## config.mk

```make
export PLATFORM = sky130hd
export DESIGN_NAME = id_hazard_unit
export DESIGN_NICKNAME = d
export VERILOG_FILES = /design/src/rtl/id_hazard_unit.sv
export SDC_FILE = /design/constraint.sdc
export NUM_CORES = 1
export LEC_CHECK = 0
export CAP_MARGIN = 40
export CORE_AREA = 2 2 150 79
export DETAILED_ROUTE_END_ITERATION = 10
export DIE_AREA = 0 0 152 81
export PLACE_DENSITY = 0.83
export SLEW_MARGIN = 30
export SYNTH_ARGS = -nofsm -noshare
export SYNTH_HDL_FRONTEND = slang
export SYNTH_SLANG_ARGS = --single-unit
```

## constraint.sdc

```tcl
create_clock -name clock -period 6.51 [get_ports clock]
set_clock_uncertainty 0.05 [all_clocks]
set_input_delay 0.9765 -clock clock [delete_from_list [all_inputs] [get_ports clock]]
set_output_delay 0.9765 -clock clock [all_outputs]
set_load 0.02 [all_outputs]
```

## src/rtl/id_hazard_unit.sv

```systemverilog
// Decode-stage operand fetch with youngest-first forwarding and load-use stall detection.
// Optional performance counters are compiled in when HAZARD_PERF_EN is defined.
module id_hazard_unit #(
   parameter int DATA_WIDTH       = 32,
   parameter int REG_ADDR_WIDTH   = 5,
   parameter int NUM_READ_PORTS   = 2,
   parameter int FWD_STAGES       = 3,
   parameter int LOAD_READY_STAGE = 2,
   parameter int MAX_STALL        = 15
) (
   input  logic                                     clock,
   input  logic                                     reset,
   input  logic                                     id_valid,
   input  logic                                     id_flush,
   input  logic                                     id_we,
   input  logic [REG_ADDR_WIDTH-1:0]                id_dest,
   input  logic                                     id_is_load,
   input  logic [NUM_READ_PORTS-1:0]                rd_en,
   input  logic [NUM_READ_PORTS*REG_ADDR_WIDTH-1:0] rd_addr,
   input  logic [NUM_READ_PORTS*DATA_WIDTH-1:0]     rf_data,
   input  logic [DATA_WIDTH-1:0]                    imm,
   input  logic [FWD_STAGES-1:0]                    fwd_we,
   input  logic [FWD_STAGES*REG_ADDR_WIDTH-1:0]     fwd_addr,
   input  logic [FWD_STAGES*DATA_WIDTH-1:0]         fwd_data,
   output logic [NUM_READ_PORTS*DATA_WIDTH-1:0]     operand,
   output logic                                     stall_request,
   output logic                                     issue,
   output logic                                     hazard_timeout
`ifdef HAZARD_PERF_EN
   ,
   output logic [31:0]                              stall_cycles,
   output logic [31:0]                              fwd_hits
`endif
);

   localparam int WD_W = $clog2(MAX_STALL + 1);

   // The destination register is not kept in the shadow: the matching forwarding
   // bus address already identifies it, only validity and load-ness are needed.
   logic [FWD_STAGES-1:0]     sh_valid_q, sh_valid_d;
   logic [FWD_STAGES-1:0]     sh_load_q, sh_load_d;
   logic [WD_W-1:0]           wd_q, wd_d;
   logic                      timeout_q, timeout_d;
   logic [NUM_READ_PORTS-1:0] port_hazard;
   logic [NUM_READ_PORTS-1:0] port_fwd;
   logic                      stall_raw;

   always_comb begin : resolve
      logic [REG_ADDR_WIDTH-1:0] ra;
      logic [DATA_WIDTH-1:0]     res;
      logic                      found;
      port_hazard = '0;
      port_fwd    = '0;
      operand     = '0;
      for (int p = 0; p < NUM_READ_PORTS; p++) begin
         ra    = rd_addr[p*REG_ADDR_WIDTH +: REG_ADDR_WIDTH];
         res   = rf_data[p*DATA_WIDTH +: DATA_WIDTH];
         found = 1'b0;
         if (!rd_en[p]) begin
            res = imm;
         end else if (ra == '0) begin
            res = '0;
         end else begin
            for (int s = 0; s < FWD_STAGES; s++) begin
               if (!found && fwd_we[s] &&
                   (fwd_addr[s*REG_ADDR_WIDTH +: REG_ADDR_WIDTH] == ra)) begin
                  found = 1'b1;
                  if (sh_valid_q[s] && sh_load_q[s] && (s < LOAD_READY_STAGE)) begin
                     port_hazard[p] = 1'b1;
                     res            = '0;
                  end else begin
                     port_fwd[p] = 1'b1;
                     res         = fwd_data[s*DATA_WIDTH +: DATA_WIDTH];
                  end
               end
            end
         end
         operand[p*DATA_WIDTH +: DATA_WIDTH] = reset ? res : '0;
      end
   end

   // Flush dominates a stall; everything is forced quiet while reset is held.
   assign stall_raw     = id_valid & ~id_flush & (|port_hazard);
   assign stall_request = reset & stall_raw;
   assign issue         = reset & id_valid & ~stall_raw & ~id_flush;
   assign hazard_timeout = timeout_q;

   always_comb begin
      sh_valid_d    = '0;
      sh_load_d     = '0;
      sh_valid_d[0] = issue & id_we & (id_dest != '0);
      sh_load_d[0]  = id_is_load;
      for (int s = 1; s < FWD_STAGES; s++) begin
         sh_valid_d[s] = sh_valid_q[s-1];
         sh_load_d[s]  = sh_load_q[s-1];
      end
      wd_d = '0;
      if (stall_request) begin
         wd_d = (wd_q == WD_W'(MAX_STALL)) ? wd_q : wd_q + 1'b1;
      end
      timeout_d = timeout_q | (wd_d == WD_W'(MAX_STALL));
   end

   always_ff @(posedge clock or negedge reset) begin
      if (!reset) begin
         sh_valid_q <= '0;
         sh_load_q  <= '0;
         wd_q       <= '0;
         timeout_q  <= 1'b0;
      end else begin
         sh_valid_q <= sh_valid_d;
         sh_load_q  <= sh_load_d;
         wd_q       <= wd_d;
         timeout_q  <= timeout_d;
      end
   end

`ifdef HAZARD_PERF_EN
   logic [31:0] stall_cycles_q, stall_cycles_d;
   logic [31:0] fwd_hits_q, fwd_hits_d;

   always_comb begin
      stall_cycles_d = stall_cycles_q + (stall_request ? 32'd1 : 32'd0);
      fwd_hits_d     = fwd_hits_q + ((issue && (|port_fwd)) ? 32'd1 : 32'd0);
   end

   always_ff @(posedge clock or negedge reset) begin
      if (!reset) begin
         stall_cycles_q <= '0;
         fwd_hits_q     <= '0;
      end else begin
         stall_cycles_q <= stall_cycles_d;
         fwd_hits_q     <= fwd_hits_d;
      end
   end

   assign stall_cycles = stall_cycles_q;
   assign fwd_hits     = fwd_hits_q;
`else
   logic unused_fwd;
   assign unused_fwd = |port_fwd;
`endif

endmodule

```

; After elaboration in Yosys (flattened, before gate mapping)
; Cells that the tools add are included.
[classes]
addsub = 1
n_eq_ne = 8
muxes = 39
bitwise = 11
n_reduce_logical = 20
[op_table]
columns = operator, count
row1 = 2-to-1 mux 32 bit, 14
row2 = equality test 5 bit, 6
row3 = 2-to-1 mux 1 bit, 23
row4 = logical AND 1 bit, 12
row5 = logical NOT 5 bit, 2
row6 = bitwise AND 1 bit, 8
row7 = "equality test 4 bit, second input constant", 2
row8 = 2-to-1 mux 4 bit, 2
row9 = nonzero test 5 bit, 1
row10 = "adder 4 x 1 -> 4 bit, second input constant", 1
row11 = logical NOT 1 bit, 4
row12 = NOT 1 bit, 2
row13 = OR reduction 2 bit, 1
row14 = OR 1 bit, 1
[totals]
regBits = 9
elab_cells = 83

; Depth between registers and ports, before layout
; Gate-level depths: netlist of run 1.
[depth]
ltp_word = 18
mapped_depth = 10
depth_no_buf = 6

; Least setup slack after synthesis of run 1
; Ideal clock, no wire load.
[synth_timing]
kind = in2out
start = input port fwd_addr[3]
end = output port operand[36]
t_arrival_ns = 2.670
t_required_ns = 5.484
slack_ns = 2.814
stages = 9
path_buffers = 4
path_cell_list = xor2_1 -> nor4_1 -> and3_1 -> buf_2 -> buf_4 -> buf_4 -> buf_4 -> a311oi_1 -> o21ai_0
[synth_via]
elab_chain_len = 18
[synth_rtl]
columns = item, line
row1 = from (decl), 23  ; input logic [FWD_STAGES*REG_ADDR_WIDTH-1:0] fwd_addr,
row2 = equality test 5 bit *, 66  ; (fwd_addr[s*REG_ADDR_WIDTH +: REG_ADDR_WIDTH] == ra)) begin
row3 = logical AND 1 bit *, 65  ; if (!found && fwd_we[s] &&
row4 = 2-to-1 mux 1 bit, 65
row5 = 2-to-1 mux 1 bit, 61  ; end else if (ra == '0) begin
row6 = 2-to-1 mux 1 bit, 59  ; if (!rd_en[p]) begin
row7 = logical NOT 1 bit, 65
row8 = logical AND 1 bit (2 in a row), 65
row9 = 2-to-1 mux 1 bit, 65
row10 = 2-to-1 mux 1 bit, 61
row11 = 2-to-1 mux 1 bit, 59
row12 = logical NOT 1 bit, 65
row13 = logical AND 1 bit (2 in a row), 65
row14 = 2-to-1 mux 32 bit *, 65
row15 = 2-to-1 mux 32 bit *, 61
row16 = 2-to-1 mux 32 bit *, 59
row17 = 2-to-1 mux 32 bit *, 78  ; operand[p*DATA_WIDTH +: DATA_WIDTH] = reset ? res : '0;
row18 = to (decl), 25  ; output logic [NUM_READ_PORTS*DATA_WIDTH-1:0] operand,
; Mark *: on every way between the ends. The rest lies on a longest branch, timed or not. The select of a mux whose other input is x is not followed.

; Final worst setup path of run 1
[layout_timing]
start = input port rd_addr[8]
end = output port operand[63]
[layout_via]
elab_chain_len = 18
[layout_rtl]
columns = item, line
row1 = from (decl), 19  ; input logic [NUM_READ_PORTS*REG_ADDR_WIDTH-1:0] rd_addr,
row2 = equality test 5 bit, 66
row3 = logical AND 1 bit, 65
row4 = 2-to-1 mux 1 bit, 65
row5 = 2-to-1 mux 1 bit, 61
row6 = 2-to-1 mux 1 bit, 59
row7 = logical NOT 1 bit, 65
row8 = logical AND 1 bit (2 in a row), 65
row9 = 2-to-1 mux 1 bit, 65
row10 = 2-to-1 mux 1 bit, 61
row11 = 2-to-1 mux 1 bit, 59
row12 = logical NOT 1 bit, 65
row13 = logical AND 1 bit (2 in a row), 65
row14 = 2-to-1 mux 32 bit, 65
row15 = 2-to-1 mux 32 bit *, 61
row16 = 2-to-1 mux 32 bit *, 59
row17 = 2-to-1 mux 32 bit *, 78
; Marked as above.

==> reports/qor.csv, run 1 <==
metric,value,unit
status,finished clean,
slowest_stage,clkdlybuf4s50_1,
min_to,sh_load_q[1],
antennaDiodeCount,0,
cts_setup_buffers,0,
hold_path_depth,0,
worst_slew_pin_slew,801,ps
die_w,152,microns
ys.flop_type,dfrtp_1,
hp-class,register to register,
fill_cells,980,
relSlewSlack,46.4,%
synth_area_leader_cell,nand2_1,
placed_area,6780,sq um
synth-edff-count,0,
hpwl,16600,microns
synth_area_leaders,"nand2_1, a221o_1, a221oi_1",
cp-end-kind,output pin,
clockRootBuffer,clkbuf_16,
area_growth,84.9,%
routed_wl,22500,microns
max_freq,0.188,GHz
hold_viol_final,0,
multi_input_area,3250,sq um
antenna_found_initial,0,
max_cap_viol_count,0,
critPathTopFamily,buffers and inverters,
yosysSeqAreaShare,6.02,%
fp-row-count,28,
drtIter0Drc,717,
start_util,33.3,%
instances_no_fill,970,
nets,1055,
port_buffers,299,
rsz0062_at_grt,no,
numCtsBuffers,3,
netlist_instances,565,
h-tree-depth,1,
path_buf_inv,3,
dieHeight,81,microns
place_ws,1270,ps
hold_ws,341,ps
leakage,2.80,nW
grt_max_degree,57,
setup_tns,0,ps
period_minus_slack,5330,ps
grt_pass1_wl,33000,microns
synth_warnings,0,
grt_overflow,0,
vias_per_cell,6.39,
clkLatencyLatePin,230,ps
synth.distinct_cells,54,
die-area,12300,sq um
ant_nets,0,
path_common_cell,clkdlybuf4s50_1,
layout_setup_ws,1180,ps
slowest_delay,650,ps
clock-sinks,9,
final-seq-area,225,sq um
cts.path.max_buffers,2,
path_cells,clkdlybuf4s50_1 > xor2_1 > nor4_4 > nand3_4 > nor4b_4 > buf_4 > a22oi_1 > o21ai_1 > clkdlybuf4s50_1,
grt_pass1_vias,5892,
post_cts_resized,0,
async_flop_share,100,%
clk_pin_slew_worst_paths,40,ps
synth_fp_nets,799,
vias,6202,
critPathKind,input pin to output pin,
drive_gt1_share,5.85,%
start_kind,input pin,
r2r_cells,5,
routedWlPerCell,23.2,microns
cp.arrival,4300,ps
min_from,sh_load_q[0],
synthesis.area,3740,sq um
fin_area,6920,sq um
track_usage,33.5,%
ir_drop,0.231,mV
gp_congestion,0.964,
synth_top_area_share,8.43,%
ctsHoldBuffers,0,
worstPathRequired,5480,ps
drc_errors,0,
fin_crit_sh,81.8,%
setup_viol,0,
r2r_end,hazard_timeout,
timing.rr.start,sh_valid_q[0],
synth-seq-cells,9,
rrSetupSlack,4530,ps
p_per_area,89.7,nW/um^2
crit_path_max_fanout,34,
drt-pass1-iter-count,5,
cts_tree,done,
slew_viol_final,0,
coreArea,11200,sq um
syn_avg_cell_area,6.62,sq um
dp.cells,963,
ioPinCount,300,
## final cells by class
cell class	count	share of cell area, %
Multi-Input combinational cell	488	47.0
Sequential cell	9	3.26
Inverter	8	0.434
Clock buffer	4	1.14
Timing Repair Buffer	311	45.5
Tap cell	150	2.71
## placed cells by master, fill, tap and decap left out, types with 3 or more instances in the layout
cell,n
clkdlybuf4s50_1,297
a21oi_1,44
dfrtp_1,9
o21ai_1,3
o22ai_1,4
xor2_1,16
o21ai_0,25
xnor2_1,15
nor2_1,43
inv_1,8
a31oi_1,24
a22o_1,3
a221o_1,30
mux2i_1,24
nor3_1,6
and3_1,15
a21o_1,10
clkbuf_16,3
a311oi_1,10
nand2_1,82
buf_4,7
o211ai_1,11
nand3_1,29
a22oi_1,9
a221oi_1,29
a2111oi_0,10
o221a_2,9
## cell usage after synthesis, types with 9 or more instances
cell and count:
and3_1 16, nand3_1 30, mux2i_1 24, a2111oi_0 10
a221o_1 30, a21oi_1 44, nor2_1 46, a31oi_1 24
a21o_1 10, o211ai_1 11, xnor2_1 15, xor2_1 16
o221a_2 9, dfrtp_1 9, o21ai_0 25, buf_2 13
a221oi_1 29, a22oi_1 9, a311oi_1 10, nand2_1 84
clkbuf_1 39
## worst max-delay path by stage
stage | slack, ps | to | cells past startpoint | from
3_5_place_dp | 1270 | operand[47] | 9 | rd_addr[8]
6_report | 1180 | operand[63] | 9 | rd_addr[8]
3_3_place_gp | 1210 | operand[44] | 8 | rd_addr[8]
2_1_floorplan | 2810 | operand[36] | 9 | fwd_addr[3]
4_1_cts | 1260 | operand[47] | 9 | rd_addr[8]
5_1_grt | 1090 | operand[36] | 9 | rd_addr[7]
## cell families (layout without fill, tap and decap cells)
logic type	count (synthesis)	after routing	share of synthesized area, %
fa+ha+maj	1	1	0.334
buf+inv	68	323	7.86
compound gates	230	230	45.6
mux	26	26	7.12
xor+xnor	31	31	7.26
flops	9	9	6.02
simple gates	200	200	25.8
## layer usage
metal  track usage, %  up-vias  wire length (microns)
li1                 -     2727                      -
met1             44.5     2886                   9250
met2             56.8      517                  10300
met3             5.60       72                   2340
met4             9.35        0                    639
met5                0        -                      0
## worst reg2reg max path, stage by stage, from the launching register on
cell and delay (ps):
dfrtp_1 360, nand2_2 240, buf_12 260, mux2_4 270
o22a_2 310, o41ai_2 380
## power by group
part | switching [mW] | internal (mW)
logic | 0.206 | 0.249
registers | 0.000772 | 0.0572
clock network | 0.0259 | 0.0818
## per-stage QoR
step	total power, mW	util [%]
floorplan	0.238	-
global placement	0.496	59.7
detailed placement	0.499	60.3
CTS	0.610	61.0
global route	0.647	61.5
finish	0.621	61.5
## state kept, by name, indices dropped and copies added (netlist names)
register,flops
wd_q,4
sh_load_q,2
sh_valid_q,2
hazard_timeout,1
Power figures use the tool's default switching activity.
==> run 2, diff against run 1 <==
- CORE_AREA: 2 2 150 79 -> 2 2 159 83
- DIE_AREA: 0 0 152 81 -> 0 0 161 85
- PLACE_DENSITY: 0.83 -> 0.79
- clock period: 6.51 -> 4.5 ns (I/O delays scaled with it)
==> run 2 against run 1 <==
- core utilization decreased by 4.0 points
- final cell count increased by 4.2%
- die area increased by 11%
- highest routed layer unchanged
- critical path type unchanged
- clock power increased by 47%
==> reports/qor.csv, run 2 (same netlist as run 1, synthesis figures left out) <==
metric,value,unit
status,finished clean,
cp-end-kind,output pin,
post_cts_resized,0,
min_from,sh_load_q[0],
vias,6144,
worst_slew_pin_slew,722,ps
layout_setup_ws,165,ps
fin_area,7100,sq um
cts.path.max_buffers,2,
hp-class,register to register,
place_ws,200,ps
start_util,30.3,%
period_minus_slack,4330,ps
area_growth,89.7,%
h-tree-depth,1,
p_sw,0.339,mW
p_per_area,127,nW/um^2
wl_met3,3020,microns
pwr-share-seq,9.3,%
hold_ws,356,ps
rrSetupSlack,2530,ps
coreArea,12300,sq um
clkLatencyLatePin,240,ps
hold_path_depth,0,
slowest_stage,or2_2,
timing.rr.start,sh_valid_q[1],
dieHeight,85,microns
port_buffers,299,
power_frac_comb,73.1,%
ir_drop,0.102,mV
path_cells,clkdlybuf4s50_1 > xnor2_1 > nand3_1 > or2_2 > nand3_1 > a221oi_1 > a221o_1 > clkdlybuf4s50_1,
dp.cells,1007,
drive_gt1_share,8.32,%
critPathTopFamily,buffers and inverters,
grt_pass1_wl,33800,microns
regMostFlops,wd_q,
ant_nets,0,
slew_viol_final,0,
fin_util,57.5,%
switching_share,37.5,%
drt-pass1-iter-count,5,
ctsHoldBuffers,0,
max_freq,0.231,GHz
critPathKind,input pin to output pin,
finalPower,0.904,mW
antennaDiodeCount,0,
nets,1076,
cts_tree,done,
worstPathRequired,3770,ps
reg.largest.list,"wd_q (4), sh_load_q (2), sh_valid_q (2)",
grt_max_degree,48,
r2r_cells,5,
gp_congestion,0.958,
min_to,sh_load_q[1],
die-area,13700,sq um
relSlewSlack,51.5,%
clockRootBuffer,clkbuf_16,
crit_path_max_fanout,36,
setup_tns,0,ps
clock-sinks,9,
placed_area,7020,sq um
fin_crit_sh,96.3,%
grt_pass1_vias,5861,
setup_viol,0,
antenna_found_initial,0,
slowest_delay,620,ps
start_kind,input pin,
vias_per_cell,6.08,
r2r_end,hazard_timeout,
die_w,161,microns
path_buf_inv,2,
power.internal,0.565,mW
cts_setup_buffers,0,
fp-row-count,29,
drc_errors,0,
cp.arrival,3610,ps
routedWlPerCell,22.6,microns
grt_overflow,0,
final_common_cell,clkdlybuf4s50_1,
track_usage,31.5,%
clk_pin_slew_worst_paths,40,ps
hold_viol_final,0,
routed_wl,22900,microns
numCtsBuffers,3,
final_cell_mix,"clkdlybuf4s50_1, nand2_1, a21oi_1, nor2_1, a221o_1",
ioPinCount,300,
max_cap_viol_count,0,
hpwl,17800,microns
clock_power_share,17.6,%
drtIter0Drc,726,
m1WireLength,9820,microns
rsz0062_at_grt,no,
largest_reg_flops,4,
route.top_layer_used,met4,
leakage,2.89,nW
wl_met2,9740,microns
instances_no_fill,1011,
==> run 2: worst max path at each step <==
stage / startpoint / endpoint / cells after the start
global placement: rd_addr[1] / operand[23] / 8
finish: rd_addr[0] / operand[23] / 8
detailed placement: rd_addr[0] / operand[23] / 8
floorplan: fwd_addr[3] / operand[36] / 9
CTS: rd_addr[0] / operand[23] / 8
global route: rd_addr[1] / operand[0] / 8
==> run 2: power by group through the flow <==
stage	clock, mW	combinational (mW)	sequential (mW)
4_1_cts	0.161	0.654	0.0837
3_5_place_dp	0	0.650	0.0848
5_1_grt	0.166	0.697	0.0838
3_3_place_gp	0	0.650	0.0846
6_report	0.159	0.661	0.0837
2_1_floorplan	0	0.260	0.0843
==> run 2: routing by layer <==
layer  GRT usage, %  up-vias
met5              0        -
met3           8.50       36
met4           4.79        0
met1           44.7     2873
met2           48.7      460
li1               -     2775
==> run 2: cell type report <==
| type | count | area, sq um |
|---|---|---|
| multi-input cells | 488 | 3250 |
| repair buffers | 332 | 3300 |
| fillers | 1183 | 5240 |
| flip-flops and latches | 9 | 225 |
| inverters | 8 | 30.0 |
| well taps | 170 | 213 |
| clock buffers | 4 | 78.8 |
